--- src/rtl/dvp_pattern_gen.sv ---
// Synthetic DVP sensor source: VSYNC/HREF framing with selectable RAW10 test patterns.
// Outputs registered one cycle behind the h/v counters; no backpressure (free-running pixel clock).
module dvp_pattern_gen #(
    parameter int H_ACTIVE = 640,
    parameter int H_BLANK  = 144,
    parameter int V_SYNC   = 3,
    parameter int V_BPORCH = 17,
    parameter int V_ACTIVE = 480,
    parameter int V_FPORCH = 10,
    parameter bit VS_POL   = 1'b0
) (
    input  logic        I_clk,
    input  logic        I_rst_n,
    input  logic        I_en,
    input  logic [1:0]  I_mode,
    output logic        O_vsync,
    output logic        O_href,
    output logic [9:0]  O_pixdata,
    output logic [15:0] O_frame_cnt,
    output logic        O_busy
);

    localparam int H_TOTAL = H_ACTIVE + H_BLANK;
    localparam int V_M1    = (V_SYNC > V_BPORCH) ? V_SYNC : V_BPORCH;
    localparam int V_M2    = (V_ACTIVE > V_FPORCH) ? V_ACTIVE : V_FPORCH;
    localparam int V_MAX   = (V_M1 > V_M2) ? V_M1 : V_M2;
    localparam int HW      = $clog2(H_TOTAL);
    localparam int VW      = $clog2(V_MAX + 1);

    localparam logic [HW-1:0] H_LAST   = HW'(H_TOTAL - 1);
    localparam logic [HW-1:0] H_ACT    = HW'(H_ACTIVE);
    localparam logic [VW-1:0] VS_LAST  = VW'(V_SYNC - 1);
    localparam logic [VW-1:0] VBP_LAST = VW'(V_BPORCH - 1);
    localparam logic [VW-1:0] VA_LAST  = VW'(V_ACTIVE - 1);
    localparam logic [VW-1:0] VFP_LAST = VW'(V_FPORCH - 1);

    typedef enum logic [2:0] {
        ST_IDLE,
        ST_VSYNC,
        ST_VBP,
        ST_ACTIVE,
        ST_VFP
    } state_t;

    state_t        state_q, state_d;
    logic [HW-1:0] h_q, h_d;
    logic [VW-1:0] v_q, v_d;
    logic [1:0]    mode_q, mode_d;
    logic [15:0]   frame_cnt_q, frame_cnt_d;
    logic          vsync_q, vsync_d;
    logic          href_q, href_d;
    logic [9:0]    pix_q, pix_d;
    logic          busy_q, busy_d;

    logic          line_end;
    logic [9:0]    x10;
    logic [9:0]    y10;
    logic [9:0]    pattern;

    always_comb begin
        state_d     = state_q;
        h_d         = h_q;
        v_d         = v_q;
        mode_d      = mode_q;
        frame_cnt_d = frame_cnt_q;
        line_end    = (h_q == H_LAST);

        if (state_q == ST_IDLE) begin
            if (I_en) begin
                state_d = ST_VSYNC;
                h_d     = '0;
                v_d     = '0;
                mode_d  = I_mode;
            end
        end else begin
            h_d = line_end ? '0 : h_q + HW'(1);
            if (line_end) begin
                v_d = v_q + VW'(1);
                case (state_q)
                    ST_VSYNC: if (v_q == VS_LAST) begin
                        state_d = ST_VBP;
                        v_d     = '0;
                    end
                    ST_VBP: if (v_q == VBP_LAST) begin
                        state_d = ST_ACTIVE;
                        v_d     = '0;
                    end
                    ST_ACTIVE: if (v_q == VA_LAST) begin
                        state_d = ST_VFP;
                        v_d     = '0;
                    end
                    ST_VFP: if (v_q == VFP_LAST) begin
                        // Back-to-back frames when still enabled; mode only changes here.
                        frame_cnt_d = frame_cnt_q + 16'd1;
                        v_d         = '0;
                        if (I_en) begin
                            state_d = ST_VSYNC;
                            mode_d  = I_mode;
                        end else begin
                            state_d = ST_IDLE;
                        end
                    end
                    default: state_d = ST_IDLE;
                endcase
            end
        end
    end

    always_comb begin
        x10 = 10'(h_q);
        y10 = 10'(v_q);
        case (mode_q)
            2'd0:    pattern = x10;
            2'd1:    pattern = y10;
            2'd2:    pattern = (x10[3] ^ y10[3]) ? 10'h3FF : 10'h000;
            default: pattern = frame_cnt_q[9:0];
        endcase
        vsync_d = (state_q == ST_VSYNC) ? VS_POL : ~VS_POL;
        href_d  = (state_q == ST_ACTIVE) && (h_q < H_ACT);
        pix_d   = href_d ? pattern : 10'd0;
        busy_d  = (state_q != ST_IDLE);
    end

    always_ff @(posedge I_clk or negedge I_rst_n) begin
        if (!I_rst_n) begin
            state_q     <= ST_IDLE;
            h_q         <= '0;
            v_q         <= '0;
            mode_q      <= 2'd0;
            frame_cnt_q <= 16'd0;
            vsync_q     <= ~VS_POL;
            href_q      <= 1'b0;
            pix_q       <= 10'd0;
            busy_q      <= 1'b0;
        end else begin
            state_q     <= state_d;
            h_q         <= h_d;
            v_q         <= v_d;
            mode_q      <= mode_d;
            frame_cnt_q <= frame_cnt_d;
            vsync_q     <= vsync_d;
            href_q      <= href_d;
            pix_q       <= pix_d;
            busy_q      <= busy_d;
        end
    end

    assign O_vsync     = vsync_q;
    assign O_href      = href_q;
    assign O_pixdata   = pix_q;
    assign O_frame_cnt = frame_cnt_q;
    assign O_busy      = busy_q;

endmodule

--- config.mk ---
export PLATFORM = sky130hd
export DESIGN_NAME = dvp_pattern_gen
export DESIGN_NICKNAME = d
export VERILOG_FILES = /design/src/rtl/dvp_pattern_gen.sv
export SDC_FILE = /design/constraint.sdc
export NUM_CORES = 1
export LEC_CHECK = 0
export ABC_AREA = 0
export CORE_MARGIN = 5
export CORE_UTILIZATION = 29
export CTS_CLUSTER_SIZE = 12
export DETAILED_ROUTE_END_ITERATION = 8
export HOLD_SLACK_MARGIN = 0.1
export PLACE_DENSITY = 0.49
export SYNTH_ARGS = -nofsm -noshare
export SYNTH_HDL_FRONTEND = slang
export SYNTH_SLANG_ARGS = --single-unit
--- constraint.sdc ---
create_clock -name I_clk -period 3.3 [get_ports I_clk]
set_input_delay 0.99 -clock I_clk [delete_from_list [all_inputs] [get_ports I_clk]]
set_output_delay 0.99 -clock I_clk [all_outputs]
set_load 0.01 [all_outputs]
==> insert_results.sql <==
INSERT INTO impl_metrics (metric_group, metric, value, unit) VALUES
('outcome', 'run_status', 'finished clean', ''),
('cts', 'tritoncts', 'yes', ''),
('floorplan', 'design.die.area', '0.0118', 'mm2'),
('global_route', 'maximum_number_of_pins_on_one_net_before_global_route_repair', '40', ''),
('synthesis', 'syn_nets', '300', ''),
('layout', 'drive_gt1_frac', '0.110', ''),
('pwr', 'total_power', '1.04', 'mW'),
('sta', 'finClkSkew', '14.6', 'ps'),
('cts', 'numCtsBuffers', '5', ''),
('sta', 'report.final.hold_viol_count', '0', ''),
('worst_setup_path', 'critical_path_peak_fanout', '8', ''),
('sta', 'max_freq', '0.389', 'GHz'),
('floorplan', 'dieHeight', '109', 'um'),
('synthesis', 'most_used_dff_post_synth', 'sky130_fd_sc_hd__dfrtp_1', ''),
('synthesis', 'ys_seq_elements', '53', ''),
('layout', 'layout.core_utilization', '0.347', ''),
('cts', 'path_clk_slew', '110', 'ps'),
('sta', 'setup_repair_after_global_routing_missed_its_margin', 'false', ''),
('cts', 'postCtsResizedCells', '0', ''),
('synthesis', 'yosysWarningCount', '0', ''),
('synthesis', 'synth_top_cell_by_area', 'sky130_fd_sc_hd__dfrtp_1', ''),
('worst_setup_path', 'critical-path-slowest-cell', 'sky130_fd_sc_hd__nor4bb_1', ''),
('sta', 'worst_slew_pin_slew', '971', 'ps'),
('pwr', 'clock_power_share', '0.361', ''),
('pwr', 'p_per_area', '312', 'mW/mm2'),
('worst_setup_path', 'max_stage_delay', '540', 'ps'),
('placed_design', 'port_buffers', '33', ''),
('worst_setup_path', 'crit_arrival', '2820', 'ps'),
('synthesis', 'synthesis.instances', '289', ''),
('synthesis', 'ys_seq_area_frac', '0.471', ''),
('flow_run', 'maxCapViolations', '0', ''),
('synthesis', 'yosysTopAreaCellShare', '0.462', ''),
('drt', 'ant_nets', '0', ''),
('sta', 'min_period_over_period', '0.778', ''),
('worst_setup_path', 'cp_num_buf_inv', '1', ''),
('layout', 'post_layout_cell_count', '452', ''),
('layout', 'area_delta_synth_final', '18.8', '%'),
('cts', 'cts.path.max_buffers', '2', ''),
('synthesis', 'synth.lib_cells_used.distinct', '51', ''),
('drt', 'route.vias.total', '2270', ''),
('worst_setup_path', 'required', '3550', 'ps'),
('placed_design', 'place_inst', '444', ''),
('synthesis', 'syn_area_per_cell', '9.75', 'um2'),
('floorplan', 'placementRows', '36', ''),
('cts', 'cts.repair_timing.setup_buffer_count', '0', ''),
('worst_setup_path', 'cp_cell_sequence', 'inv_1 -> ha_1 -> nor4bb_1 -> nand4_1 -> or2_1 -> nor4_1 -> xor2_1', ''),
('pwr', 'peakVddDrop', '171', 'uV'),
('sta', 'finalWorstPathRequiredPeriod', '2570', 'ps'),
('pwr', 'int_power', '0.803', 'mW'),
('floorplan', 'floorplan.core_area', '0.00964', 'mm2'),
('layout', 'filler_cell_count', '1008', ''),
('floorplan', 'die_w', '109', 'um'),
('worst_setup_path', 'critPathCaptureType', 'register', ''),
('pwr', 'pwr-share-comb', '0.018', ''),
('worst_setup_path', 'path_delay_family', 'simple AND/OR/NAND/NOR gates', ''),
('floorplan', 'io_pins', '34', ''),
('drt', 'first_pass_iters', '4', ''),
('pwr', 'power.sequential.fraction', '0.621', ''),
('worst_setup_path', 'crit_type', 'register to register', ''),
('cts', 'clk-insertion-delay-late', '320', 'ps'),
('cts', 'numClockSinks', '53', ''),
('sta', 'slew_viol_final', '0', ''),
('drt', 'detail_route.wirelength', '6.99', 'mm'),
('pwr', 'p_leak', '1.33', 'nW'),
('global_route', 'grt_pass1_vias', '2295', ''),
('placed_design', 'detailed_place_hpwl', '5.21', 'mm'),
('global_route', 'grt_usage', '0.130', ''),
('pwr', 'p_switching', '0.242', 'mW'),
('drt', 'wire_per_inst', '15.5', 'um'),
('synthesis', 'synth-edff-count', '0', ''),
('cts', 'clock_tree.root_cell', 'sky130_fd_sc_hd__clkbuf_8', '');
==> cells in the mapped netlist, types with 2 or more instances <==
cell,instances
sky130_fd_sc_hd__dfrtp_1,52
sky130_fd_sc_hd__o21ai_0,27
sky130_fd_sc_hd__nand2_1,22
sky130_fd_sc_hd__nand3_1,18
sky130_fd_sc_hd__nor2_1,16
sky130_fd_sc_hd__inv_1,12
sky130_fd_sc_hd__a21oi_1,10
sky130_fd_sc_hd__xor2_1,10
sky130_fd_sc_hd__nor3_1,8
sky130_fd_sc_hd__o221a_2,8
sky130_fd_sc_hd__a31oi_1,7
sky130_fd_sc_hd__and3_1,7
sky130_fd_sc_hd__mux2_2,7
sky130_fd_sc_hd__nand4_1,7
sky130_fd_sc_hd__nor4_1,7
sky130_fd_sc_hd__xnor2_1,7
sky130_fd_sc_hd__ha_1,6
sky130_fd_sc_hd__clkbuf_1,5
sky130_fd_sc_hd__o22ai_1,4
sky130_fd_sc_hd__or3_1,4
sky130_fd_sc_hd__nand2b_1,3
sky130_fd_sc_hd__o21a_1,3
sky130_fd_sc_hd__o31ai_1,3
sky130_fd_sc_hd__a2111o_1,2
sky130_fd_sc_hd__and4_1,2
sky130_fd_sc_hd__buf_1,2
sky130_fd_sc_hd__buf_2,2
sky130_fd_sc_hd__buf_6,2
sky130_fd_sc_hd__clkbuf_2,2
sky130_fd_sc_hd__or2_2,2
sky130_fd_sc_hd__or3_4,2
==> routing by layer <==
| layer | part of all wire | track usage | up-vias | wire, um |
|---|---|---|---|---|
| li1 | - | - | 1119 | - |
| met1 | 0.46 | 0.176 | 1091 | 3180 |
| met5 | 0 | 0 | - | 0 |
| met3 | 0.052 | 0.0304 | 8 | 361 |
| met2 | 0.47 | 0.203 | 52 | 3310 |
| met4 | 0.018 | 0.0460 | 0 | 127 |
==> logic make-up (layout without fill, tap and decap cells) <==
kind of cell / after synthesis / count (layout) / share of synthesized area
flops: 53 / 53 / 0.471
mux: 8 / 8 / 0.0315
xor+xnor: 17 / 17 / 0.0528
fa+ha+maj: 6 / 6 / 0.0266
compound gates: 73 / 73 / 0.173
buf+inv: 26 / 56 / 0.0431
simple gates: 106 / 106 / 0.202
==> stage by stage <==
step | setup slack, ps | cell area, um2
finish | 732 | 3350
global route | 432 | 3350
CTS | 692 | 3350
detailed placement | 725 | 3260
global placement | 746 | 3260
floorplan | 1040 | 2820
==> flip-flops by register name, indices dropped and copies added (netlist names) <==
register     cells
O_busy           1
O_frame_cnt     16
O_href           1
O_pixdata       10
O_vsync          1
h_q             10
mode_q           2
state_q          3
v_q              9
==> worst paths after layout <==
path | from | end | slack [ps] | cells after the start
worst max register to register | v_q[1] | O_frame_cnt[15] | 730 | 7
worst max-delay path | v_q[1] | O_frame_cnt[15] | 730 | 7
worst min-delay path | O_frame_cnt[15] | O_frame_cnt[15] | 470 | 1
min in group asynchronous | I_rst_n | v_q[7] | 570 | 1
worst min register to register | O_frame_cnt[15] | O_frame_cnt[15] | 470 | 1
max in group asynchronous | I_rst_n | O_href | 1900 | 2
==> layout make-up <==
| cell class | instances | area [um2] | area share |
|---|---|---|---|
| clock buffer | 5 | 68.8 | 0.0206 |
| clock inverter | 3 | 22.5 | 0.00673 |
| inverter | 12 | 45.0 | 0.0135 |
| multi-input combinational | 210 | 1370 | 0.409 |
| sequential | 53 | 1330 | 0.397 |
| tap | 133 | 166 | 0.0497 |
| timing repair buffer | 36 | 348 | 0.104 |
==> power groups by stage <==
stage | logic [mW] | registers, mW | clock network, mW
after floorplan | 0.000253 | 0.662 | 0
after global placement | 0.0202 | 0.662 | 0
after detailed placement | 0.0205 | 0.662 | 0
after CTS | 0.0204 | 0.649 | 0.394
after global routing | 0.0225 | 0.649 | 0.421
final | 0.0185 | 0.649 | 0.377
==> worst reg2reg max path: cells and delay by family (launching register included) <==
kind / cells / cell delay (ps)
XOR/XNOR: 1 / 170
adder cells (fa/ha/maj): 1 / 160
buffers and inverters: 1 / 150
flip-flops: 1 / 430
AND/OR/NAND/NOR: 4 / 1590
==> layout by cell type, fill, tap and decap left out, types with 2 or more instances in the layout <==
master,Yosys,layout
sky130_fd_sc_hd__dfrtp_1,52,52
sky130_fd_sc_hd__clkdlybuf4s50_1,0,32
sky130_fd_sc_hd__o21ai_0,27,27
sky130_fd_sc_hd__nand2_1,22,22
sky130_fd_sc_hd__nand3_1,18,18
sky130_fd_sc_hd__nor2_1,16,16
sky130_fd_sc_hd__inv_1,12,12
sky130_fd_sc_hd__a21oi_1,10,10
sky130_fd_sc_hd__xor2_1,10,10
sky130_fd_sc_hd__nor3_1,8,8
sky130_fd_sc_hd__o221a_2,8,8
sky130_fd_sc_hd__mux2_2,7,7
sky130_fd_sc_hd__xnor2_1,7,7
sky130_fd_sc_hd__a31oi_1,7,7
sky130_fd_sc_hd__and3_1,7,7
sky130_fd_sc_hd__nand4_1,7,7
sky130_fd_sc_hd__nor4_1,7,7
sky130_fd_sc_hd__ha_1,6,6
sky130_fd_sc_hd__clkbuf_8,0,5
sky130_fd_sc_hd__or3_1,4,4
sky130_fd_sc_hd__o22ai_1,4,4
sky130_fd_sc_hd__nand2b_1,3,3
sky130_fd_sc_hd__o31ai_1,3,3
sky130_fd_sc_hd__o21a_1,3,3
sky130_fd_sc_hd__clkinvlp_4,0,3
sky130_fd_sc_hd__buf_4,1,3
sky130_fd_sc_hd__or3_4,2,2
sky130_fd_sc_hd__and4_1,2,2
sky130_fd_sc_hd__or2_2,2,2
sky130_fd_sc_hd__a2111o_1,2,2
(Power assumes the default switching activity.)
==> RTL edit 1: new RTL, same flow settings <==
The parameter `VS_POL` goes from 1'b0 to 1'b1.
--- a/src/rtl/dvp_pattern_gen.sv
+++ b/src/rtl/dvp_pattern_gen.sv
@@ -9,3 +9,3 @@
     parameter int V_FPORCH = 10,
-    parameter bit VS_POL   = 1'b0
+    parameter bit VS_POL   = 1'b1
 ) (
Formal check against the unedited RTL: not equivalent (Yosys sat finds a counterexample within 4 cycles, from zero or initial values and one cycle with I_rst_n low).
==> RTL edit 1 against the unedited design <==
Synthesized cell count is 0.69% lower; wire length is 3.2% higher; design area grew 0.64%; sequential cell count unchanged; worst setup slack gained 0.19 ns; clock power grew 3%; synthesized area increased by 0.89%; register-to-register slack improved by 0.31 ns; hold slack gained 0.010 ns; total power increased by 1.1%.
==> RTL edit 1: results (changes against the unedited design) <==
| Metric | Value |
|---|---|
| Status | finished clean (unchanged) |
| Yosys cell types | 51 (unchanged) |
| Share of layout cells above drive strength 1 | 12.1% (was 11.0%) |
| Wire per inst | 16.1 um (was 15.5 um) |
| CTS H-tree depth | 2 (unchanged) |
| Placed cells | 440 (was 444) |
| P_leak | 1.44 nW (was 1.33 nW) |
| DRT iter0 DRCs | 183 (was 145) |
| Largest net degree at the start of global routing | 42 (was 40) |
| RePlAce Congestion | 0.810 (was 0.757) |
| Layout net count | 325 (was 329) |
| Seq/Total Area, Yosys | 46.7% (was 47.1%) |
| Slew margin rel. | 37.9% (was 34.7%) |
| Maximum vdd drop | 137 uV (was 171 uV) |
| Crit Path Max Fanout | 6 (was 8) |
| Setup Skew | 0.00931 ns (was 0.0146 ns) |
| Setup violations, final | 0 (unchanged) |
| Post-synthesis area per instance | 9.90 um2 (was 9.75 um2) |
| Gr usage total | 12.8% (was 13.0%) |
| Net count of the mapped netlist | 298 (was 300) |
| DR vias/cell | 5.17 (was 5.02) |
| First-pass GRT wire length | 11700 um (was 12000 um) |
| Slowest CP cell | clkdlybuf4s50_1 (was nor4bb_1) |
| Finished Layout Cells | 448 (was 452) |
| CP delay by family, top | buffers and inverters (was simple AND/OR/NAND/NOR gates) |
| Sw Pwr | 247 uW (was 242 uW) |
| Vias in the first global route | 2181 (was 2295) |
| Top post-synthesis cells by count | dfrtp_1 (53), nand2_1 (31), o21ai_0 (20) (was dfrtp_1 (52), o21ai_0 (27), nand2_1 (22)) |
| Area contributors post-synth | dfrtp_1 (47%), xnor2_1 (4.9%), nand2_1 (4.1%) (was dfrtp_1 (46%), o21ai_0 (4.8%), nand3_1 (3.2%)) |
| Fill count | 982 (was 1008) |
| Hpwl dp | 5240 um (was 5210 um) |
| Crit-path max cell delay | 0.59 ns (was 0.54 ns) |
==> RTL edit 1: cell type report <==
class                      instances  share of cell area [%]
inverter                          10                    1.11
clock buffer                       5                    2.04
clock inverter                     3                   0.743
tap                              133                    4.94
sequential                        53                    39.4
multi-input combinational        210                    41.9
timing repair buffer              34                    9.88
==> RTL edit 1: layer usage <==
| layer | routed length (um) | global-route usage (%) | up-vias | part of all wire (%) |
|---|---|---|---|---|
| li1 | - | - | 1100 | - |
| met1 | 3380 | 17.6 | 1164 | 47 |
| met2 | 3460 | 20.1 | 42 | 48 |
| met3 | 270 | 2.55 | 9 | 3.7 |
| met4 | 99 | 4.06 | 0 | 1.4 |
| met5 | 0 | 0 | - | 0 |
==> RTL edit 1: power by group through the flow <==
stage / logic (mW) / clock network, mW / registers (mW)
2_1_floorplan: 0.0000680 / 0 / 0.662
3_3_place_gp: 0.0194 / 0 / 0.662
3_5_place_dp: 0.0196 / 0 / 0.662
4_1_cts: 0.0196 / 0.411 / 0.649
5_1_grt: 0.0220 / 0.430 / 0.649
6_report: 0.0178 / 0.389 / 0.649
==> RTL edit 1: worst paths after layout <==
| path | startpoint | endpoint | slack, ns | cells past startpoint |
|---|---|---|---|---|
| setup / recovery | O_frame_cnt[3]$_DFFE_PN0P_ | O_frame_cnt[3] | 0.93 | 1 |
| hold / removal | O_frame_cnt[15]$_DFFE_PN0P_ | O_frame_cnt[15]$_DFFE_PN0P_ | 0.48 | 1 |
| hold reg to reg | O_frame_cnt[15]$_DFFE_PN0P_ | O_frame_cnt[15]$_DFFE_PN0P_ | 0.48 | 1 |
| setup reg to reg | v_q[3]$_DFFE_PN0P_ | v_q[4]$_DFFE_PN0P_ | 1.04 | 5 |
| max in group asynchronous | I_rst_n | O_pixdata[4]$_DFF_PN0_ | 1.77 | 2 |
| min in group asynchronous | I_rst_n | h_q[4]$_DFFE_PN0P_ | 0.80 | 1 |
==> RTL edit 1: worst register-to-register path, delay by kind of cell, from the launching register on <==
kind             cells  cell delay, ns
AO/OA/AOI/OAI        3            1.17
flip-flops           1            0.62
AND/OR/NAND/NOR      2            0.40
==> RTL edit 1: logic make-up (layout without fill, tap and decap cells) <==
family,Yosys count,after routing,synth area share [%]
buffers and inverters,24,52,3.70
multiplexers,11,11,4.31
adder cells (fa/ha/maj),6,6,2.64
AO/OA/AOI/OAI,65,65,16.0
XOR/XNOR,18,18,5.55
flip-flops,53,53,46.7
AND/OR/NAND/NOR,110,110,21.1
==> RTL edit 1: stage by stage <==
step | instance area [um2] | utilization, % | setup slack (ns)
floorplan | 2840 | - | 1.37
global placement | 3270 | 33.8 | 0.787
detailed placement | 3270 | 33.8 | 0.698
CTS | 3370 | 34.8 | 0.896
global route | 3370 | 34.8 | 0.801
finish | 3370 | 34.8 | 0.925
==> RTL edit 2: new RTL, same flow settings <==
Without the edit above. Make the reset (`I_rst_n`) synchronous in one clocked block.
--- a/src/rtl/dvp_pattern_gen.sv
+++ b/src/rtl/dvp_pattern_gen.sv
@@ -123,3 +123,3 @@
 
-    always_ff @(posedge I_clk or negedge I_rst_n) begin
+    always_ff @(posedge I_clk) begin
         if (!I_rst_n) begin
Formal check against the unedited RTL: differs if I_rst_n is asserted again (counterexample within 4 cycles, from zero or initial values and one cycle with I_rst_n low); with I_rst_n held inactive, the same outputs for 10 cycles.
==> RTL edit 2 against the unedited design <==
Synthesized area shrank 3.2%; wire length grew 9.0%; design area shrank 1.8%; worst setup slack gained 0.033 ns; first-iteration DRC count grew 22%; sequential cell count is the same; count of clock-buffer cells in the layout is the same; largest cell class unchanged.
Power is not compared: it rests on default switching activity, and its combinational part moved more than twofold at a synthesized area within 25%.
==> RTL edit 2: results (changes against the unedited design) <==
| Metric | Value |
|---|---|
| Status | finished clean (unchanged) |
| Fill count | 975 (was 1008) |
| RR Endpoint | v_q[3]$_SDFFE_PN0P_ (was O_frame_cnt[15]$_DFFE_PN0P_) |
| Final wirelength | 7610 um (was 6990 um) |
| Placed cells | 452 (was 444) |
| Post-synthesis mux area share | 5.51% (was 3.15%) |
| Hold endpoint | O_frame_cnt[15]$_SDFFE_PN0P_ (was O_frame_cnt[15]$_DFFE_PN0P_) |
| Setup Crit Path Kind | input pin to flip-flop (was flip-flop to flip-flop) |
| Share of layout cells above drive strength 1 | 7.16% (was 11.0%) |
| DRT iter0 DRCs | 177 (was 145) |
| Dominant synthesized flop cell | dfxtp_1 (was dfrtp_1) |
| Crit-path max cell delay | 0.59 ns (was 0.54 ns) |
| Post-synthesis adder-cell area fraction | 2.75% (was 2.66%) |
| R2R Path Start | v_q[0]$_SDFFE_PN0P_ (was v_q[1]$_DFFE_PN0P_) |
| Vias in the first global route | 2323 (was 2295) |
| Hold Worst Slack | 0.479 ns (was 0.475 ns) |
| Crit path launch | I_en (was v_q[1]$_DFFE_PN0P_) |
| Worst Hold Depth | 2 (was 1) |
| Async set or reset register ratio after synthesis | 0% (was 100%) |
| Finished Layout Cells | 460 (was 452) |
| Slowest CP cell | o311ai_2 (was nor4bb_1) |
| Top post-synthesis cells by count | dfxtp_1 (53), nor2_1 (37), nand2_1 (21) (was dfrtp_1 (52), o21ai_0 (27), nand2_1 (22)) |
| R2R cell count | 6 (was 7) |
| Min-delay src | O_frame_cnt[15]$_SDFFE_PN0P_ (was O_frame_cnt[15]$_DFFE_PN0P_) |
| Setup Skew | 0.0107 ns (was 0.0146 ns) |
| Post-Place Setup Slack | 0.429 ns (was 0.725 ns) |
| RePlAce Congestion | 0.854 (was 0.757) |
| Seq/Total Area, Yosys | 38.9% (was 47.1%) |
| Layout net count | 359 (was 329) |
[RTL edit 2: changes by cell type in the layout (fill, tap and decap cells not counted), moves of 8 or more]
cell and change:
dfrtp_1 -52, nand2b_1 +8, nor2_1 +21, dfxtp_1 +53, xnor2_1 +8, o21ai_0 -15
mux2i_1 +14, o221a_2 -8
[RTL edit 2: area by class of cell]
cell class / count / share of cell area (%)
clock buffers: 5 / 2.09
clock inverters: 3 / 0.800
inverters: 11 / 1.26
multi-input cells: 236 / 47.4
flip-flops and latches: 53 / 32.3
well taps: 111 / 4.23
repair buffers: 41 / 11.9
[RTL edit 2: cells by family after synthesis]
family | Yosys count
muxes | 15
xor gates and xnor gates | 22
and+or+nand+nor | 138
DFF | 53
buffers and inverters | 28
AOI/OAI and AO/OA | 55
adders and majority gates | 6
[RTL edit 2: metal layers]
layer  global-route usage, %  vias to the layer above  share of wire, %
met1                    19.4                     1134                50
met2                    20.4                       75                43
met4                    5.11                        0               2.4
li1                        -                     1213                 -
met5                       0                        -                 0
met3                    1.57                       16               4.1
